**src/rtl/matrix_scan_ctrl_if.sv**
```systemverilog
// Frame-buffer, swap handshake and LED-matrix driver signals of the scan controller.
// The master side is the controller; the slave side is the frame buffer and matrix.
interface matrix_scan_ctrl_if;
  logic        enable;
  logic [3:0]  row_addr;
  logic [15:0] row_data;
  logic        swap_req;
  logic        swap_ack;
  logic        frame_done;
  logic        CSDI;
  logic        CCLK;
  logic        RSDI;
  logic        RCLK;
  logic        LE;
  logic        OEB;

  modport master (
    input  enable, row_data, swap_req,
    output row_addr, swap_ack, frame_done, CSDI, CCLK, RSDI, RCLK, LE, OEB
  );

  modport slave (
    output enable, row_data, swap_req,
    input  row_addr, swap_ack, frame_done, CSDI, CCLK, RSDI, RCLK, LE, OEB
  );
endinterface

```
**src/rtl/matrix_scan_ctrl.sv**
```systemverilog
// 16x16 LED matrix row scanner: fetches a row, shifts it into the column register,
// clocks the row register, latches and displays it for 2^SCREENTIMERWIDTH cycles.
module matrix_scan_ctrl #(
  parameter int unsigned SCREENTIMERWIDTH = 10
) (
  input logic                 clk32mhz,
  input logic                 reset,
  matrix_scan_ctrl_if.master  scan_io
);

  typedef enum logic [2:0] {
    StIdle, StBlank, StFetch, StShift, StRowClk, StLatch, StDisplay
  } state_e;

  state_e                        state_q, state_d;
  logic [3:0]                    r_q, r_d;
  logic [4:0]                    cnt_q, cnt_d;
  logic [SCREENTIMERWIDTH-1:0]   tmr_q, tmr_d;
  logic [15:0]                   sreg_q, sreg_d;

  logic [3:0] row_addr_q, row_addr_d;
  logic       frame_done_q, frame_done_d;
  logic       swap_ack_q, swap_ack_d;
  logic       csdi_q, csdi_d;
  logic       cclk_q, cclk_d;
  logic       rsdi_q, rsdi_d;
  logic       rclk_q, rclk_d;
  logic       le_q, le_d;
  logic       oeb_q, oeb_d;

  always_comb begin
    state_d      = state_q;
    r_d          = r_q;
    cnt_d        = cnt_q;
    tmr_d        = tmr_q;
    sreg_d       = sreg_q;
    frame_done_d = 1'b0;
    swap_ack_d   = 1'b0;

    unique case (state_q)
      StIdle: begin
        if (scan_io.enable) begin
          state_d = StBlank;
          r_d     = 4'd0;
        end
      end
      StBlank: state_d = StFetch;
      StFetch: begin
        sreg_d  = scan_io.row_data;
        cnt_d   = 5'd0;
        state_d = StShift;
      end
      StShift: begin
        // cnt[0] is the phase: even drives data, odd raises CCLK then shifts.
        cnt_d = cnt_q + 5'd1;
        if (cnt_q[0]) sreg_d = sreg_q << 1;
        if (cnt_q == 5'd31) begin
          cnt_d   = 5'd0;
          state_d = StRowClk;
        end
      end
      StRowClk: begin
        cnt_d = cnt_q + 5'd1;
        if (cnt_q[0]) begin
          cnt_d   = 5'd0;
          state_d = StLatch;
        end
      end
      StLatch: begin
        tmr_d   = '0;
        state_d = StDisplay;
      end
      StDisplay: begin
        tmr_d = tmr_q + 1'b1;
        if (&tmr_q) begin
          tmr_d = '0;
          if (r_q == 4'd15) begin
            frame_done_d = 1'b1;
            swap_ack_d   = scan_io.swap_req;
            r_d          = 4'd0;
            state_d      = scan_io.enable ? StBlank : StIdle;
          end else begin
            r_d     = r_q + 4'd1;
            state_d = StBlank;
          end
        end
      end
      default: state_d = StIdle;
    endcase

    // Outputs are decoded from the next state so every pin comes straight from a flop.
    row_addr_d = r_d;
    csdi_d     = (state_d == StShift) && sreg_d[15];
    cclk_d     = (state_d == StShift) && cnt_d[0];
    rsdi_d     = (state_d == StRowClk) && (r_d == 4'd0);
    rclk_d     = (state_d == StRowClk) && cnt_d[0];
    le_d       = (state_d == StLatch);
    oeb_d      = (state_d != StDisplay);
  end

  always_ff @(posedge clk32mhz) begin
    if (reset) begin
      state_q      <= StIdle;
      r_q          <= 4'd0;
      cnt_q        <= 5'd0;
      tmr_q        <= '0;
      sreg_q       <= 16'd0;
      row_addr_q   <= 4'd0;
      frame_done_q <= 1'b0;
      swap_ack_q   <= 1'b0;
      csdi_q       <= 1'b0;
      cclk_q       <= 1'b0;
      rsdi_q       <= 1'b0;
      rclk_q       <= 1'b0;
      le_q         <= 1'b0;
      oeb_q        <= 1'b1;
    end else begin
      state_q      <= state_d;
      r_q          <= r_d;
      cnt_q        <= cnt_d;
      tmr_q        <= tmr_d;
      sreg_q       <= sreg_d;
      row_addr_q   <= row_addr_d;
      frame_done_q <= frame_done_d;
      swap_ack_q   <= swap_ack_d;
      csdi_q       <= csdi_d;
      cclk_q       <= cclk_d;
      rsdi_q       <= rsdi_d;
      rclk_q       <= rclk_d;
      le_q         <= le_d;
      oeb_q        <= oeb_d;
    end
  end

  assign scan_io.row_addr   = row_addr_q;
  assign scan_io.frame_done = frame_done_q;
  assign scan_io.swap_ack   = swap_ack_q;
  assign scan_io.CSDI       = csdi_q;
  assign scan_io.CCLK       = cclk_q;
  assign scan_io.RSDI       = rsdi_q;
  assign scan_io.RCLK       = rclk_q;
  assign scan_io.LE         = le_q;
  assign scan_io.OEB        = oeb_q;

endmodule
```
**src/flat_wrapper.sv**
```systemverilog
// flat-port wrapper written by rule: the top's interface ports become plain ports
module matrix_scan_ctrl_flat 
#(
  parameter int unsigned SCREENTIMERWIDTH = 10
)
  (clk32mhz, reset, scan_io_enable, scan_io_row_data, scan_io_swap_req, scan_io_row_addr, scan_io_swap_ack, scan_io_frame_done, scan_io_CSDI, scan_io_CCLK, scan_io_RSDI, scan_io_RCLK, scan_io_LE, scan_io_OEB);
  matrix_scan_ctrl_if scan_io_i ();
  input logic clk32mhz;
  input logic reset;
  input wire logic [$bits(scan_io_i.enable)-1:0] scan_io_enable;
  input wire logic [$bits(scan_io_i.row_data)-1:0] scan_io_row_data;
  input wire logic [$bits(scan_io_i.swap_req)-1:0] scan_io_swap_req;
  output wire logic [$bits(scan_io_i.row_addr)-1:0] scan_io_row_addr;
  output wire logic [$bits(scan_io_i.swap_ack)-1:0] scan_io_swap_ack;
  output wire logic [$bits(scan_io_i.frame_done)-1:0] scan_io_frame_done;
  output wire logic [$bits(scan_io_i.CSDI)-1:0] scan_io_CSDI;
  output wire logic [$bits(scan_io_i.CCLK)-1:0] scan_io_CCLK;
  output wire logic [$bits(scan_io_i.RSDI)-1:0] scan_io_RSDI;
  output wire logic [$bits(scan_io_i.RCLK)-1:0] scan_io_RCLK;
  output wire logic [$bits(scan_io_i.LE)-1:0] scan_io_LE;
  output wire logic [$bits(scan_io_i.OEB)-1:0] scan_io_OEB;
  assign scan_io_i.enable = scan_io_enable;
  assign scan_io_i.row_data = scan_io_row_data;
  assign scan_io_i.swap_req = scan_io_swap_req;
  assign scan_io_row_addr = scan_io_i.row_addr;
  assign scan_io_swap_ack = scan_io_i.swap_ack;
  assign scan_io_frame_done = scan_io_i.frame_done;
  assign scan_io_CSDI = scan_io_i.CSDI;
  assign scan_io_CCLK = scan_io_i.CCLK;
  assign scan_io_RSDI = scan_io_i.RSDI;
  assign scan_io_RCLK = scan_io_i.RCLK;
  assign scan_io_LE = scan_io_i.LE;
  assign scan_io_OEB = scan_io_i.OEB;
  matrix_scan_ctrl #(.SCREENTIMERWIDTH(SCREENTIMERWIDTH)) u_core (.clk32mhz(clk32mhz), .reset(reset), .scan_io(scan_io_i));
endmodule
```
**config.mk**
```make
export PLATFORM = sky130hd
export DESIGN_NAME = matrix_scan_ctrl_flat
export DESIGN_NICKNAME = d
export VERILOG_FILES = /design/src/rtl/matrix_scan_ctrl_if.sv /design/src/rtl/matrix_scan_ctrl.sv /design/src/flat_wrapper.sv
export SDC_FILE = /design/constraint.sdc
export NUM_CORES = 1
export LEC_CHECK = 0
export ABC_AREA = 1
export BUFFER_PORTS_ARGS = -buffer_cell sky130_fd_sc_hd__buf_2
export CORE_ASPECT_RATIO = 1.1
export CORE_MARGIN = 1
export CORE_UTILIZATION = 26
export DETAILED_ROUTE_END_ITERATION = 8
export PLACE_DENSITY = 0.47
export SLEW_MARGIN = 20
export SYNTH_ARGS = -nofsm -noshare
export SYNTH_HDL_FRONTEND = slang
export SYNTH_SLANG_ARGS = --single-unit
```
**constraint.sdc**
```tcl
create_clock -name clk32mhz -period 1.7 [get_ports clk32mhz]
set_clock_uncertainty 0.05 [all_clocks]
set_input_delay 0.255 -clock clk32mhz [delete_from_list [all_inputs] [get_ports clk32mhz]]
set_output_delay 0.255 -clock clk32mhz [all_outputs]
set_load 0.005 [all_outputs]
```
# After elaboration in Yosys (flattened, before gate mapping)

Cells that the tools add are included.

Bits in registers: 46
Output and inout port bits: 12
Logic and storage cells: 66

$add $sub $neg: 3
Eq/ne operators: 13
Mux-type cells: 19
Bitwise logic cells: 3
Reduce and logical (&&, ||, !) cells: 13

Operators with widths:

| cell                                                                   | count |
|---|---|
| 16-bit one-hot mux with 2 select lines                                 | 1 |
| 3-bit one-hot mux with 7 select lines                                  | 1 |
| 10-bit one-hot mux with 2 select lines                                 | 1 |
| 16-bit two-way mux                                                     | 1 |
| 3-bit equality test (second input constant)                            | 5 |
| 3-bit two-way mux                                                      | 5 |
| 5-bit one-hot mux with 3 select lines                                  | 1 |
| 4-bit two-way mux                                                      | 3 |
| 10-bit by 1-bit adder with 10-bit output (second input constant)       | 1 |
| 10-bit two-way mux                                                     | 1 |
| 5-bit two-way mux                                                      | 2 |
| 10-bit AND reduction                                                   | 1 |
| 3-bit by 2-bit equality test with 1-bit output (second input constant) | 3 |
| 4-bit one-hot mux with 2 select lines                                  | 1 |
| 5-bit by 1-bit adder with 5-bit output (second input constant)         | 1 |
| 5-bit equality test (second input constant)                            | 1 |
| 4-bit by 1-bit adder with 4-bit output (second input constant)         | 1 |
| 4-bit equality test (second input constant)                            | 1 |
| 1-bit logical AND                                                      | 4 |
| 4-bit zero test                                                        | 1 |
| 2-bit nonzero test                                                     | 2 |
| 4-bit OR reduction                                                     | 1 |
| 3-bit by 1-bit equality test with 1-bit output (second input constant) | 1 |
| 3-bit zero test                                                        | 1 |
| 7 further kinds                                                        | 10 |

# Logic depth before layout (Yosys ltp)

Depth in word-level cells: 6
Depth in mapped cells: 12
Depth with buffers taken out: 12

# Worst setup path after synthesis

OpenSTA, ideal clock, no wires.

Path type: register to register
Start point: reg u_core.cnt_q[0]
End point: reg u_core.rsdi_q (netlist: u_core.scan_io.RSDI)
Data arrival time: 1.496 ns
Data required time: 1.586 ns
Setup slack: 0.090 ns
Stages on the path, launching flop included: 13
Path buffers: 0
Cells stage by stage: dfxtp_1 -> ha_1 -> nand2_1 -> nor2_1 -> ha_1 -> inv_1 -> nand2_1 -> nand2_1 -> nor2_1 -> nand2_1 -> nor2_1 -> nand3_1 -> nor2_1

Cells in the longest elaborated chain, start to end: 5

Ends and longest elaborated chain:

| item                                      | RTL line                | text |
|---|---|---|
| start, declared                           | matrix_scan_ctrl.sv:17  | `logic [4:0] cnt_q, cnt_d;` |
| start signal, assigned                    | matrix_scan_ctrl.sv:120 | `cnt_q <= cnt_d;` |
| 5-bit equality test                       | matrix_scan_ctrl.sv:57  | `if (cnt_q == 5'd31) begin` |
| 3-bit two-way mux                         | matrix_scan_ctrl.sv:57  |  |
| 3-bit one-hot mux with 7 select lines (*) | matrix_scan_ctrl.sv:40  | `unique case (state_q)` |
| 3-bit equality test (*)                   | matrix_scan_ctrl.sv:95  | `rsdi_d = (state_d == StRowClk) && (r_d == 4'd0);` |
| 1-bit logical AND (*)                     | matrix_scan_ctrl.sv:95  |  |
| end signal, assigned                      | matrix_scan_ctrl.sv:128 | `rsdi_q <= rsdi_d;` |
| end, declared                             | matrix_scan_ctrl.sv:26  | `logic rsdi_q, rsdi_d;` |

Mark *: on every way between the ends. The rest lies on a longest branch, timed or not.
A chain may end at the register's enable or synchronous reset.

# Final worst setup path

Start point: reg u_core.cnt_q[1]
End point: reg u_core.state_q[0]

Cells in the longest elaborated chain, start to end: 3

Ends and longest elaborated chain:

| item                                  | RTL line                | text |
|---|---|---|
| 5-bit equality test                   | matrix_scan_ctrl.sv:57  |  |
| 3-bit two-way mux                     | matrix_scan_ctrl.sv:57  |  |
| 3-bit one-hot mux with 7 select lines | matrix_scan_ctrl.sv:40  |  |
| end signal, assigned                  | matrix_scan_ctrl.sv:103 | `state_q <= StIdle;` |
| end signal, assigned                  | matrix_scan_ctrl.sv:118 | `state_q <= state_d;` |
| end, declared                         | matrix_scan_ctrl.sv:15  | `state_e state_q, state_d;` |

Every way passes these cells.

==> results.tsv <==
stage	metric	value	unit
power_and_ir_drop	Lkg Pwr	1.12	nW
power_and_ir_drop	maximum VDD drop	0.000308	V
setup_path	maximum fanout along the worst path	3	
setup_path	worst reg2reg path startpoint	u_core.cnt_q[1]	
power_and_ir_drop	pwr dens	748	nW/um^2
logic_synthesis	count of state elements after synthesis	46	
clock_network	Sinks on Clock Net	46	
route	number of nets with antenna violations after routing	0	
final_layout	number of inserted diodes	0	
place	cell area after placement	2520	um^2
setup_path	arrival time of the worst setup path	1770	ps
clock_network	buffers from clock root to sink, at most	2	
floorplan	io pins	32	
clock_network	cts bufs inserted	5	
floorplan	number of standard-cell rows in the floorplan	34	
floorplan	die height	97.0	um
sta	Slew @ Worst Pin	307	ps
logic_synthesis	mean cell area of the mapped netlist	7.18	um^2
setup_path	startpoint of the most critical setup path	u_core.cnt_q[1]	
sta	Highest Clock Rate	0.611	GHz
final_layout	Final Util	0.344	
logic_synthesis	most common flop cell mapped by yosys	sky130_fd_sc_hd__dfxtp_1	
logic_synthesis	fraction of synthesized cell area taken by the top area cell type	0.432	
setup_path	CP startpoint kind	register	
clock_network	clock insertion delay at the later pin of the skew report	290	ps
place	Buffers on Ports	31	
route	number of vias per cell	4.56	
sta	final critical-path share of the clock period	0.962	
sta	accumulated negative setup slack	0	ps
logic_synthesis	sequential area share after synthesis	0.432	
logic_synthesis	number of library cell types mapped by synthesis	27	
floorplan	horizontal extent of the die	88.3	um
final_layout	total of fill cells in the finished design	895	
place	dpl ws	-2.35	ps
global_route	wire length of the first global-routing pass	8800	um
floorplan	die area	8570	um^2
logic_synthesis	cell type with the largest total area after synthesis	sky130_fd_sc_hd__dfxtp_1	
floorplan	initial core utilization	0.269	
clock_network	H-tree Lvls	2	
setup_path	worst endpoint required time	1840	ps
logic_synthesis	synthesis warning total	0	
setup_path	type of the worst setup path	register to register	
route	number of violations reported at the end of detailed-routing iteration 0	73	
route	first drt pass iteration count	4	
sta	remaining max-slew budget at the tightest pin	0.795	
logic_synthesis	share of synthesized flip-flops with an asynchronous set or reset	0	
outcome	status	finished clean	
global_route	antenna violations before repair	0	
global_route	largest net degree at the start of global routing	18	
logic_synthesis	largest cells by area after synthesis	sky130_fd_sc_hd__dfxtp_1, sky130_fd_sc_hd__nand2_1, sky130_fd_sc_hd__a21oi_1, sky130_fd_sc_hd__nand3_1, sky130_fd_sc_hd__nor2_1	
logic_synthesis	syn nets	322	
clock_network	root buffer cell	sky130_fd_sc_hd__clkbuf_8	
clock_network	TritonCTS clock tree	yes	
logic_synthesis	summed instance area of the synthesized netlist	2130	um^2
floorplan	area inside the core boundary	7910	um^2
sta	Final setup violation count	0	
logic_synthesis	count of flip-flops with a built-in enable after synthesis	0	
final_layout	Synth-to-Final Area Change	27.8	%
sta	final hold violation count	0	
route	wirelength, routed	5250	um
global_route	Total Routing Usage GR	0.129	
sta	RSZ-0062 raised after global routing	true	
final_layout	proportion of layout cells with a drive suffix above 1	0.266	
route	via count of the routed design	2085	
sta	post-layout minimum cycle time	1640	ps
global_route	aggregate global routing overflow	0	
place	weighted congestion at the end of routability-driven global placement	0.800	
global_route	number of global-route vias before repair	2006	
route	routed wirelength normalized by instance count	11.5	um
hold_path	launch point of the worst hold path	scan_io_swap_req	
flow_run	max-cap violations	0	
clock_network	clock transition at the register clock pins on the worst setup and hold paths after CTS	80	ps
logic_synthesis	cell count after synthesis	297	
hold_path	worst min path class	primary input to register	
clock_network	CTS hold repair buffers	0	
setup_path	nature of the critical path endpoint	register	
final_layout	final std cell area, no fill	2720	um^2
place	Detail Placement HPWL	3860	um
sta	final setup slack of the worst path	64.1	ps
sta	Min Hold Slack	128	ps
sta	fin. max-slew vios	0	
route	# DRC	0	
final_layout	Layout Nets	374	
## layout by cell type, fill, tap and decap left out
cell / count
sky130_fd_sc_hd__o31ai_1: 1
sky130_fd_sc_hd__dfxtp_2: 5
sky130_fd_sc_hd__nor3_4: 1
sky130_fd_sc_hd__ha_4: 1
sky130_fd_sc_hd__nor2_2: 8
sky130_fd_sc_hd__nand2_1: 75
sky130_fd_sc_hd__nand2_2: 7
sky130_fd_sc_hd__buf_4: 20
sky130_fd_sc_hd__buf_2: 31
sky130_fd_sc_hd__or2_1: 2
sky130_fd_sc_hd__a22oi_1: 12
sky130_fd_sc_hd__a31oi_1: 5
sky130_fd_sc_hd__nor3_1: 3
sky130_fd_sc_hd__o21ai_0: 6
sky130_fd_sc_hd__a21oi_1: 28
sky130_fd_sc_hd__ha_2: 2
sky130_fd_sc_hd__buf_12: 1
sky130_fd_sc_hd__dfxtp_1: 41
sky130_fd_sc_hd__xnor2_1: 1
sky130_fd_sc_hd__o21a_1: 2
sky130_fd_sc_hd__inv_1: 24
sky130_fd_sc_hd__and2_1: 2
sky130_fd_sc_hd__xor2_1: 1
sky130_fd_sc_hd__clkinvlp_4: 1
sky130_fd_sc_hd__o21ai_1: 1
sky130_fd_sc_hd__nand4_1: 4
sky130_fd_sc_hd__buf_6: 1
sky130_fd_sc_hd__nor2_1: 19
sky130_fd_sc_hd__nand3_2: 2
sky130_fd_sc_hd__clkbuf_1: 1
sky130_fd_sc_hd__inv_2: 4
sky130_fd_sc_hd__a21oi_2: 2
sky130_fd_sc_hd__a211oi_1: 2
sky130_fd_sc_hd__ha_1: 2
sky130_fd_sc_hd__clkbuf_8: 5
sky130_fd_sc_hd__nor2_4: 2
sky130_fd_sc_hd__nand3_1: 24
## layer usage
metal  vias to the layer above  track usage  part of all wire
met1                       951        0.171              0.49
met5                         -            0                 0
met3                        10       0.0256             0.038
li1                       1082            -                 -
met4                         0       0.0422             0.016
met2                        42        0.207              0.46
## synth_stat cells, drive strengths merged, types with 4 or more instances
library cell / instances
a21oi: 30
a22oi: 12
a31oi: 5
buf: 4
clkbuf: 4
dfxtp: 46
ha: 5
inv: 28
nand2: 82
nand3: 26
nand4: 4
nor2: 29
nor3: 4
o21ai: 7
## worst max-delay path: stages (launching register included)
cell	delay, ps
sky130_fd_sc_hd__dfxtp_2	360
sky130_fd_sc_hd__ha_4	140
sky130_fd_sc_hd__nand2_2	50
sky130_fd_sc_hd__nor2_2	100
sky130_fd_sc_hd__ha_2	180
sky130_fd_sc_hd__inv_2	40
sky130_fd_sc_hd__nand2_2	70
sky130_fd_sc_hd__nand2_2	60
sky130_fd_sc_hd__nor2_2	120
sky130_fd_sc_hd__nand2_2	70
sky130_fd_sc_hd__nor2_4	150
sky130_fd_sc_hd__buf_6	110
sky130_fd_sc_hd__nor2_1	30
## cell families after synthesis
family | Yosys count | share of synthesized area
compound gates | 59 | 0.161
xor+xnor | 2 | 0.00822
fa+ha+maj | 5 | 0.0293
buf+inv | 36 | 0.0710
flops | 46 | 0.432
simple gates | 149 | 0.298
## path summary, 6_finish.rpt
kind	slack (ps)	cells past startpoint	to
min	130	2	u_core.scan_io.swap_ack
max reg2reg	60	12	u_core.state_q[0]
max	60	12	u_core.state_q[0]
min reg2reg	410	1	u_core.tmr_q[0]
## power by group
part / switching [mW] / internal, mW / total, mW
sequential: 0.0224 / 1.11 / 1.13
combinational: 0.149 / 0.116 / 0.265
clock: 0.357 / 0.283 / 0.640
## flip-flops by register name (all words and copies together) (netlist names)
signal,flops
u_core.cnt_q,5
u_core.r_q,4
u_core.scan_io.OEB,1
u_core.scan_io.LE,1
u_core.scan_io.CCLK,1
u_core.scan_io.frame_done,1
u_core.tmr_q,10
u_core.scan_io.swap_ack,1
u_core.sreg_q,16
u_core.scan_io.CSDI,1
u_core.scan_io.RSDI,1
u_core.state_q,3
u_core.scan_io.RCLK,1
## layout make-up
type,instances,area (um^2),area share
multi-input cells,215,1140,0.418
inverters,28,105,0.0386
clock buffers,6,72.6,0.0266
repair buffers,53,337,0.124
flip-flops and latches,46,927,0.340
clock inverters,1,7.51,0.00276
well taps,108,135,0.0496
## what timing repair did
action,CTS,global route
endpoints found under the hold margin,0,0
endpoints found under the setup margin,1,29
pin swaps,0,10
setup buffers,0,4
gates cloned,0,0
resized for setup,1,31
## through the flow
step	power (mW)	instances
2_1_floorplan	1.29	297
5_1_grt	2.15	457
3_5_place_dp	1.39	446
4_1_cts	2.04	453
3_3_place_gp	1.38	446
6_report	2.04	457
No activity file was read; power rests on OpenSTA's default activity.
